--- src/rtl/stopwatch_pkg.sv ---
// Shared stopwatch constants and types: per-field moduli/widths and the packed BCD digit pair.
// Imported by the modulo-N counter, its bus interface and the optional BCD converter.
package stopwatch_pkg;

    localparam int SEC_MODULUS  = 60;
    localparam int MIN_MODULUS  = 60;
    localparam int HOUR_MODULUS = 24;

    localparam int SEC_WIDTH  = 6;
    localparam int MIN_WIDTH  = 6;
    localparam int HOUR_WIDTH = 5;

    typedef struct packed {
        logic [3:0] tens;
        logic [3:0] units;
    } bcd_pair_t;

endpackage

--- src/rtl/mod_n_counter_if.sv ---
// Control/status bundle for one counter field; master drives controls, slave is the counter.
// With MOD_N_COUNTER_BCD_EN defined the bundle also carries the registered BCD view of count.
interface mod_n_counter_if #(
    parameter int WIDTH = 6
);
    import stopwatch_pkg::*;

    logic             enable;
    logic             up_dn;
    logic             clear;
    logic             load;
    logic [WIDTH-1:0] load_value;
    logic [WIDTH-1:0] count;
    logic             wrap;
    logic             at_zero;
    logic             at_max;
    logic             carry_out;

`ifdef MOD_N_COUNTER_BCD_EN
    bcd_pair_t        count_bcd;

    modport master (
        output enable, up_dn, clear, load, load_value,
        input  count, wrap, at_zero, at_max, carry_out, count_bcd
    );

    modport slave (
        input  enable, up_dn, clear, load, load_value,
        output count, wrap, at_zero, at_max, carry_out, count_bcd
    );
`else
    modport master (
        output enable, up_dn, clear, load, load_value,
        input  count, wrap, at_zero, at_max, carry_out
    );

    modport slave (
        input  enable, up_dn, clear, load, load_value,
        output count, wrap, at_zero, at_max, carry_out
    );
`endif

endinterface

--- src/rtl/mod_n_counter_bin_to_bcd8.sv ---
// Combinational binary (0..99) to two-digit BCD converter used for the counter's display view.
// Only compiled when MOD_N_COUNTER_BCD_EN is defined, matching its sole instantiation site.
`ifdef MOD_N_COUNTER_BCD_EN
module bin_to_bcd8
    import stopwatch_pkg::*;
(
    input  logic [6:0] i_value,
    output bcd_pair_t  o_bcd
);

    always_comb begin
        o_bcd.tens  = 4'(i_value / 7'd10);
        o_bcd.units = 4'(i_value % 7'd10);
    end

endmodule
`endif

--- src/rtl/mod_n_counter.sv ---
// Parametrised modulo-N up/down counter with clear, saturating load and lookahead carry.
// Optional registered BCD output is enabled with the MOD_N_COUNTER_BCD_EN macro.
module mod_n_counter
    import stopwatch_pkg::*;
#(
    parameter int MODULUS = 60,
    parameter int WIDTH   = 6
)(
    input  logic           clk,
    input  logic           rst_n,
    mod_n_counter_if.slave bus
);

    generate
        if (MODULUS < 2 || MODULUS > 256) begin : g_badModulus
            $error("mod_n_counter: MODULUS must lie in 2..256");
        end
        if ((64'd1 << WIDTH) < 64'(MODULUS)) begin : g_badWidth
            $error("mod_n_counter: WIDTH too narrow for MODULUS");
        end
`ifdef MOD_N_COUNTER_BCD_EN
        if (MODULUS > 100) begin : g_badBcd
            $error("mod_n_counter: BCD output needs MODULUS <= 100");
        end
`endif
    endgenerate

    localparam logic [WIDTH-1:0] MAX_COUNT = WIDTH'(MODULUS - 1);
    localparam logic [WIDTH:0]   MOD_EXT   = (WIDTH + 1)'(MODULUS);

    logic [WIDTH-1:0] r_count;
    logic             r_wrap;
    logic [WIDTH-1:0] w_nextCount;
    logic             w_nextWrap;
    logic             w_atZero;
    logic             w_atMax;

    assign w_atZero = (r_count == '0);
    assign w_atMax  = (r_count == MAX_COUNT);

    // Clear beats load beats step; an out-of-range load saturates at the top value.
    always_comb begin
        w_nextCount = r_count;
        w_nextWrap  = 1'b0;
        if (bus.clear) begin
            w_nextCount = '0;
        end else if (bus.load) begin
            w_nextCount = ({1'b0, bus.load_value} < MOD_EXT) ? bus.load_value : MAX_COUNT;
        end else if (bus.enable) begin
            if (bus.up_dn) begin
                if (w_atMax) begin
                    w_nextCount = '0;
                    w_nextWrap  = 1'b1;
                end else begin
                    w_nextCount = r_count + WIDTH'(1);
                end
            end else begin
                if (w_atZero) begin
                    w_nextCount = MAX_COUNT;
                    w_nextWrap  = 1'b1;
                end else begin
                    w_nextCount = r_count - WIDTH'(1);
                end
            end
        end
    end

    always_ff @(posedge clk or negedge rst_n) begin
        if (!rst_n) begin
            r_count <= '0;
            r_wrap  <= 1'b0;
        end else begin
            r_count <= w_nextCount;
            r_wrap  <= w_nextWrap;
        end
    end

    // Carry is combinational so a chain of fields all step on the same edge.
    assign bus.count     = r_count;
    assign bus.wrap      = r_wrap;
    assign bus.at_zero   = w_atZero;
    assign bus.at_max    = w_atMax;
    assign bus.carry_out = bus.enable & (bus.up_dn ? w_atMax : w_atZero);

`ifdef MOD_N_COUNTER_BCD_EN
    logic [6:0] w_bcdIn;
    bcd_pair_t  w_nextBcd;
    bcd_pair_t  r_countBcd;

    assign w_bcdIn = 7'(w_nextCount);

    bin_to_bcd8 u_bcd (
        .i_value (w_bcdIn),
        .o_bcd   (w_nextBcd)
    );

    // Converting the next value keeps the BCD register in step with count.
    always_ff @(posedge clk or negedge rst_n) begin
        if (!rst_n) begin
            r_countBcd <= '0;
        end else begin
            r_countBcd <= w_nextBcd;
        end
    end

    assign bus.count_bcd = r_countBcd;
`endif

endmodule

--- src/flat_wrapper.sv ---
// flat-port wrapper written by rule: the top's interface ports become plain ports
module mod_n_counter_flat import stopwatch_pkg::*;
#(
    parameter int MODULUS = 60,
    parameter int WIDTH   = 6
)
  (clk, rst_n, bus_enable, bus_up_dn, bus_clear, bus_load, bus_load_value, bus_count, bus_wrap, bus_at_zero, bus_at_max, bus_carry_out);
  mod_n_counter_if #(.WIDTH(WIDTH)) bus_i ();
  input  logic clk;
  input  logic rst_n;
  input wire logic [$bits(bus_i.enable)-1:0] bus_enable;
  input wire logic [$bits(bus_i.up_dn)-1:0] bus_up_dn;
  input wire logic [$bits(bus_i.clear)-1:0] bus_clear;
  input wire logic [$bits(bus_i.load)-1:0] bus_load;
  input wire logic [$bits(bus_i.load_value)-1:0] bus_load_value;
  output wire logic [$bits(bus_i.count)-1:0] bus_count;
  output wire logic [$bits(bus_i.wrap)-1:0] bus_wrap;
  output wire logic [$bits(bus_i.at_zero)-1:0] bus_at_zero;
  output wire logic [$bits(bus_i.at_max)-1:0] bus_at_max;
  output wire logic [$bits(bus_i.carry_out)-1:0] bus_carry_out;
  assign bus_i.enable = bus_enable;
  assign bus_i.up_dn = bus_up_dn;
  assign bus_i.clear = bus_clear;
  assign bus_i.load = bus_load;
  assign bus_i.load_value = bus_load_value;
  assign bus_count = bus_i.count;
  assign bus_wrap = bus_i.wrap;
  assign bus_at_zero = bus_i.at_zero;
  assign bus_at_max = bus_i.at_max;
  assign bus_carry_out = bus_i.carry_out;
  mod_n_counter #(.MODULUS(MODULUS), .WIDTH(WIDTH)) u_core (.clk(clk), .rst_n(rst_n), .bus(bus_i));
endmodule
--- config.mk ---
export PLATFORM = sky130hd
export DESIGN_NAME = mod_n_counter_flat
export DESIGN_NICKNAME = d
export VERILOG_FILES = /design/src/rtl/stopwatch_pkg.sv /design/src/rtl/mod_n_counter_if.sv /design/src/rtl/mod_n_counter_bin_to_bcd8.sv /design/src/rtl/mod_n_counter.sv /design/src/flat_wrapper.sv
export SDC_FILE = /design/constraint.sdc
export NUM_CORES = 1
export LEC_CHECK = 0
export ABC_AREA = 1
export BUFFER_PORTS_ARGS = -buffer_cell sky130_fd_sc_hd__buf_2
export CAP_MARGIN = 20
export CELL_PAD_IN_SITES_DETAIL_PLACEMENT = 0
export CELL_PAD_IN_SITES_GLOBAL_PLACEMENT = 1
export CORE_AREA = 2 2 49 51
export DETAILED_ROUTE_END_ITERATION = 10
export DIE_AREA = 0 0 51 53
export PLACE_DENSITY = 0.9
export SLEW_MARGIN = 0
export SYNTH_ARGS = -nofsm -noshare
export SYNTH_HDL_FRONTEND = slang
export SYNTH_SLANG_ARGS = --single-unit
--- constraint.sdc ---
create_clock -name clk -period 3.34 [get_ports clk]
set_input_delay 0.334 -clock clk [delete_from_list [all_inputs] [get_ports clk]]
set_output_delay 0.334 -clock clk [all_outputs]
set_load 0.02 [all_outputs]
# Word-level counts from Yosys, hierarchy flattened
# Index checks and enable logic that the tools add are counted.
[classes]
eq_ne = 1
n_reduce_logical = 2
muxes = 14
multipliers = 0
shift = 0
n_lt_le_gt_ge = 1
bitwise_logic = 1
n_div = 0
n_addsub = 2
[ops]
columns = ["cell", "count"]
rows = [
  ["6-bit 2-to-1 mux", 7],
  ["1-bit 2-to-1 mux", 7],
  ["6-bit by 1-bit adder with 6-bit output, second input constant", 1],
  ["6-bit == test, second input constant", 1],
  ["6-bit zero test", 1],
  ["6-bit < comparator, second input constant", 1],
  ["6-bit by 1-bit subtractor with 6-bit output, second input constant", 1],
  ["3-bit nonzero test", 1],
  ["1-bit bitwise AND", 1],
]
[word_totals]
ramBits = 0
romBits = 0
memories = 0
latchBits = 0
regBits = 7
in_bits = 12
word_cells = 23

# Depth between registers and ports, before layout
[depth]
word_depth = 6
depth_mapped = 11

# Least setup slack after synthesis
# OpenSTA, ideal clock, no wires.
[synth_timing]
kind = "register to output"
startpoint = "reg u_core.r_count[0] (netlist: u_core.bus.count[0])"
endpoint = "out bus_carry_out"
required_time_ps = 3006
slack_ps = 1542
t_arrival_ps = 1464
n_path_buf = 0
path_stages_with_launch = 9
path_cell_list = "dfrtp_1 > inv_2 > ha_1 > nand3_2 > inv_2 > nand2_2 > nand2_4 > inv_2 > nor2_1"
[synth_via]
elab_chain_cells = 3
elab_cells_between_ends = 4
cone_classes = "1 x eq/ne; 1 x mux; 1 x bitwise; 1 x reduce/logical"
[synth_rtl]
columns = ["element", "line", "text"]
rows = [
  ["from (decl)", "mod_n_counter.sv:31", "logic [WIDTH-1:0] r_count;"],
  ["from (signal assigned)", "mod_n_counter.sv:73", "r_count <= w_nextCount;"],
  ["6-bit zero test", "mod_n_counter.sv:38", "assign w_atZero = (r_count == '0);"],
  ["net bus_at_zero", "flat_wrapper.sv:18", "output wire logic [$bits(bus_i.at_zero)-1:0] bus_at_zero;"],
  ["1-bit 2-to-1 mux", "mod_n_counter.sv:83", "assign bus.carry_out = bus.enable & (bus.up_dn ? w_atMax : w_atZero);"],
  ["1-bit bitwise AND", "mod_n_counter.sv:83", ""],
  ["to (decl)", "flat_wrapper.sv:20", "output wire logic [$bits(bus_i.carry_out)-1:0] bus_carry_out;"],
]
# The timed path passes the listed nets, and every way through them passes these cells.

# Worst setup path in the final report
[layout_timing]
startpoint = "reg u_core.r_count[1] (netlist: u_core.bus.count[1])"
endpoint = "out bus_carry_out"
[layout_via]
elab_chain_cells = 3
elab_cells_between_ends = 4
cone_classes = "1 x eq/ne; 1 x mux; 1 x bitwise; 1 x reduce/logical"
[layout_rtl]
columns = ["element", "line"]
rows = [
  ["6-bit == test / 6-bit zero test (equally long branches)", "mod_n_counter.sv:39, mod_n_counter.sv:38"],
  ["1-bit 2-to-1 mux (*)", "mod_n_counter.sv:83"],
  ["1-bit bitwise AND (*)", "mod_n_counter.sv:83"],
]
# Mark *: on every way between the ends. The rest lies on a longest branch, timed or not.

==> out/qor.json <==
{
  "holdPathStages": {"value": 2},
  "cp.buffers_inverters": {"value": 4},
  "finalClockSkew": {"value": 0.0002682, "unit": "ns"},
  "core_area": {"value": 0.002148, "unit": "mm²"},
  "initial_utilization": {"value": 0.3582},
  "layout.cells.non_filler": {"value": 167},
  "vdd_ir_drop_max": {"value": 0.1660, "unit": "mV"},
  "timing_worst_slew_pin_value": {"value": 0.4213, "unit": "ns"},
  "worst_path_largest_cell_delay": {"value": 0.45, "unit": "ns"},
  "power.leakage": {"value": 0.0004983, "unit": "µW"},
  "endpoint_kind": {"value": "output pin"},
  "drive_above_1_share": {"value": 0.3525},
  "grt_first_pass_wirelength": {"value": 3229, "unit": "µm"},
  "syn-num-nets": {"value": 132},
  "grt_util_all_layers": {"value": 0.1551},
  "largest_net_degree_at_the_start_of_global_routing": {"value": 11},
  "first_iter_violations": {"value": 6},
  "fp.dieH": {"value": 53, "unit": "µm"},
  "yosysTopAreaCellShare": {"value": 0.2276},
  "cellPowerDensity": {"value": 340.8, "unit": "mW/mm²"},
  "first_global_vias": {"value": 734},
  "buffer_ports.inserted": {"value": 21},
  "clock_latency": {"value": 0.24, "unit": "ns"},
  "netlist_instances": {"value": 117},
  "wl": {"value": 1842, "unit": "µm"},
  "final_core_utilization": {"value": 0.4193},
  "drc": {"value": 0},
  "max_clock_freq": {"value": 498.6, "unit": "MHz"},
  "critPathKind": {"value": "reg -> out"},
  "drtPass1Iterations": {"value": 4},
  "outcome": {"value": "completed"},
  "tritoncts_clock_tree": {"value": "done"},
  "report.final.setup_viol": {"value": 0},
  "crit_path_top_delay_cell": {"value": "dfrtp_1"},
  "cts_buffers": {"value": 3},
  "area_growth_syn_to_layout": {"value": 17.07, "unit": "%"},
  "dp_hpwl": {"value": 1490, "unit": "µm"},
  "final_hold_viol_count": {"value": 0},
  "required_arrival_time_at_the_worst_endpoint": {"value": 3.01, "unit": "ns"},
  "syn_avg_cell_area": {"value": 6.577, "unit": "µm²"},
  "detail_route.wl_per_cell": {"value": 11.03, "unit": "µm"},
  "dp.cells": {"value": 162},
  "chipWidth": {"value": 51, "unit": "µm"},
  "antenna_violating_nets_post_route": {"value": 0},
  "post-synth-top-area-cell": {"value": "dfrtp_1"},
  "crit_fanout": {"value": 6},
  "worst-r2r-setup-slack": {"value": 1.85, "unit": "ns"},
  "floorplan.io_pins": {"value": 22},
  "total_of_flip_flops_plus_latches_after_synthesis": {"value": 7},
  "yosysWarnings": {"value": 0},
  "layout_min_cycle_time": {"value": 2.006, "unit": "ns"},
  "num_rows": {"value": 17},
  "diodes": {"value": 0},
  "commonest_cells_after_routing_fill_and_taps_aside": {"value": "nand2_1 (37), buf_2 (21), nor2_1 (12)"},
  "gr-total-overflow": {"value": 0},
  "clk_transition_reported_paths": {"value": 0.05, "unit": "ns"},
  "post-cts-setup-buffers": {"value": 0},
  "cts_max_level": {"value": 1},
  "ys_types": {"value": 22},
  "worstHoldStart": {"value": "bus_clear"},
  "rr_startpoint": {"value": "u_core.bus.count[1]"},
  "hold_class": {"value": "in -> reg"},
  "die-area": {"value": 0.002703, "unit": "mm²"},
  "cts_repair_resize_count": {"value": 0},
  "viasPerCell": {"value": 4.593},
  "dr_total_vias": {"value": 767},
  "clock_tree.buffer_depth": {"value": 2},
  "ys_top_cells_by_area": {"value": "dfrtp_1 (23%), nand2_1 (18%), nand3_1 (5.9%), buf_6 (5.9%), nor2_1 (5.9%)"},
  "hold-path-endpoint": {"value": "u_core.bus.wrap"},
  "slew_viol_final": {"value": 0},
  "reg2reg_depth": {"value": 10},
  "seq_area_frac_synth": {"value": 0.2276},
  "timing.max_cap.violations": {"value": 0},
  "cp_data_arrival_time": {"value": 1.67, "unit": "ns"},
  "timing.critical_path.from_type": {"value": "flop"},
  "grt_antenna_before_repair": {"value": 0},
  "worstPathCellList": {"value": "ha_1, nand2_1, inv_2, nand3_4, clkinv_4, nand2_4, nand2_4, inv_2, nor2_1, buf_2"},
  "timing.hold.ws": {"value": 0.2956, "unit": "ns"},
  "layout_commonest_cell": {"value": "nand2_1"},
  "fin_crit_sh": {"value": 0.6005},
  "unrepaired_setup_endpoints_after_global_routing": {"value": "no"},
  "design.final.nets": {"value": 155},
  "combined_area_of_all_synthesized_cells": {"value": 769.5, "unit": "µm²"},
  "gp_routability_congestion": {"value": 0.7956},
  "r2r_end": {"value": "u_core.bus.count[3]"},
  "cts.sink_count": {"value": 7},
  "setup-tns-final": {"value": 0, "unit": "ns"},
  "clockRootBuffer": {"value": "clkbuf_4"},
  "path_delay_family": {"value": "flip-flops"},
  "rel_slew_slack": {"value": 0.7191}
}
## what timing repair did
item | CTS | global route
endpoints found under the setup margin | 0 | 0
hold buffers | 1 | 0
hold endpoints to repair | 7 | 0
## area by class of cell
type	instances	area, µm²
Inverter	16	65.06
Tap cell	28	35.03
Sequential cell	7	175.2
Timing Repair Buffer	22	115.1
Fill cell	238	1247
Multi-Input combinational cell	90	484.2
Clock buffer	4	26.28
## how the worst max path moves through the flow
| stage | from | endpoint | slack [ns] | depth (start not counted) |
|---|---|---|---|---|
| final | u_core.bus.count[1] | bus_carry_out | 1.33 | 10 |
| after global routing | u_core.bus.count[1] | bus_carry_out | 1.19 | 10 |
| after CTS | u_core.bus.count[1] | bus_carry_out | 1.32 | 10 |
| after detailed placement | u_core.bus.count[1] | bus_carry_out | 1.59 | 10 |
| after global placement | u_core.bus.count[1] | bus_carry_out | 1.59 | 10 |
| after floorplan | u_core.bus.count[0] | bus_carry_out | 1.54 | 8 |
## layer usage
metal / up-vias / track usage / wire, µm
met1: 342 / 0.2288 / 883
met3: 0 / 0 / 64
met5: - / 0 / 0
li1: 408 / - / -
met4: 0 / 0.02703 / 0
met2: 17 / 0.2576 / 894
## where the power goes
group | leakage [µW] | switching, µW | internal [µW]
clock | 0.0000150 | 29.4 | 45.5
sequential | 0.0000907 | 21.0 | 92.4
combinational | 0.000393 | 74.1 | 44.6
## flip-flops by register name, indices dropped and copies added (netlist names)
signal,flops
u_core.bus.count,6
u_core.bus.wrap,1
## cells in the mapped netlist
master	n
nand3_1	9
nand2_2	4
inv_2	9
clkinv_4	1
nor2_1	12
o21ai_0	1
o21ai_1	5
nor4_2	1
ha_1	3
nor3_2	1
nand2_1	37
nand3_2	1
nor2_4	1
dfrtp_1	7
xor2_1	3
nand3_4	1
a21oi_1	3
nand2_4	2
nor2_2	4
nand4_1	2
buf_6	4
inv_1	6
## kinds of logic after synthesis
family	share of synthesized area
fa+ha+maj	0.04879
flops	0.2276
compound gates	0.05852
simple gates	0.4878
buf+inv	0.1431
xor+xnor	0.03415
## stage by stage
stage / total power [µW] / setup WS (ns) / cell area, µm²
3_3_place_gp: 231.0 / 1.591 / 864.6
6_report: 307.0 / 1.334 / 900.9
3_5_place_dp: 232.9 / 1.590 / 864.6
4_1_cts: 309.4 / 1.324 / 900.9
2_1_floorplan: 203.2 / 1.542 / 769.5
5_1_grt: 333.7 / 1.187 / 900.9
Note: power is estimated with default switching activity, not from simulation.
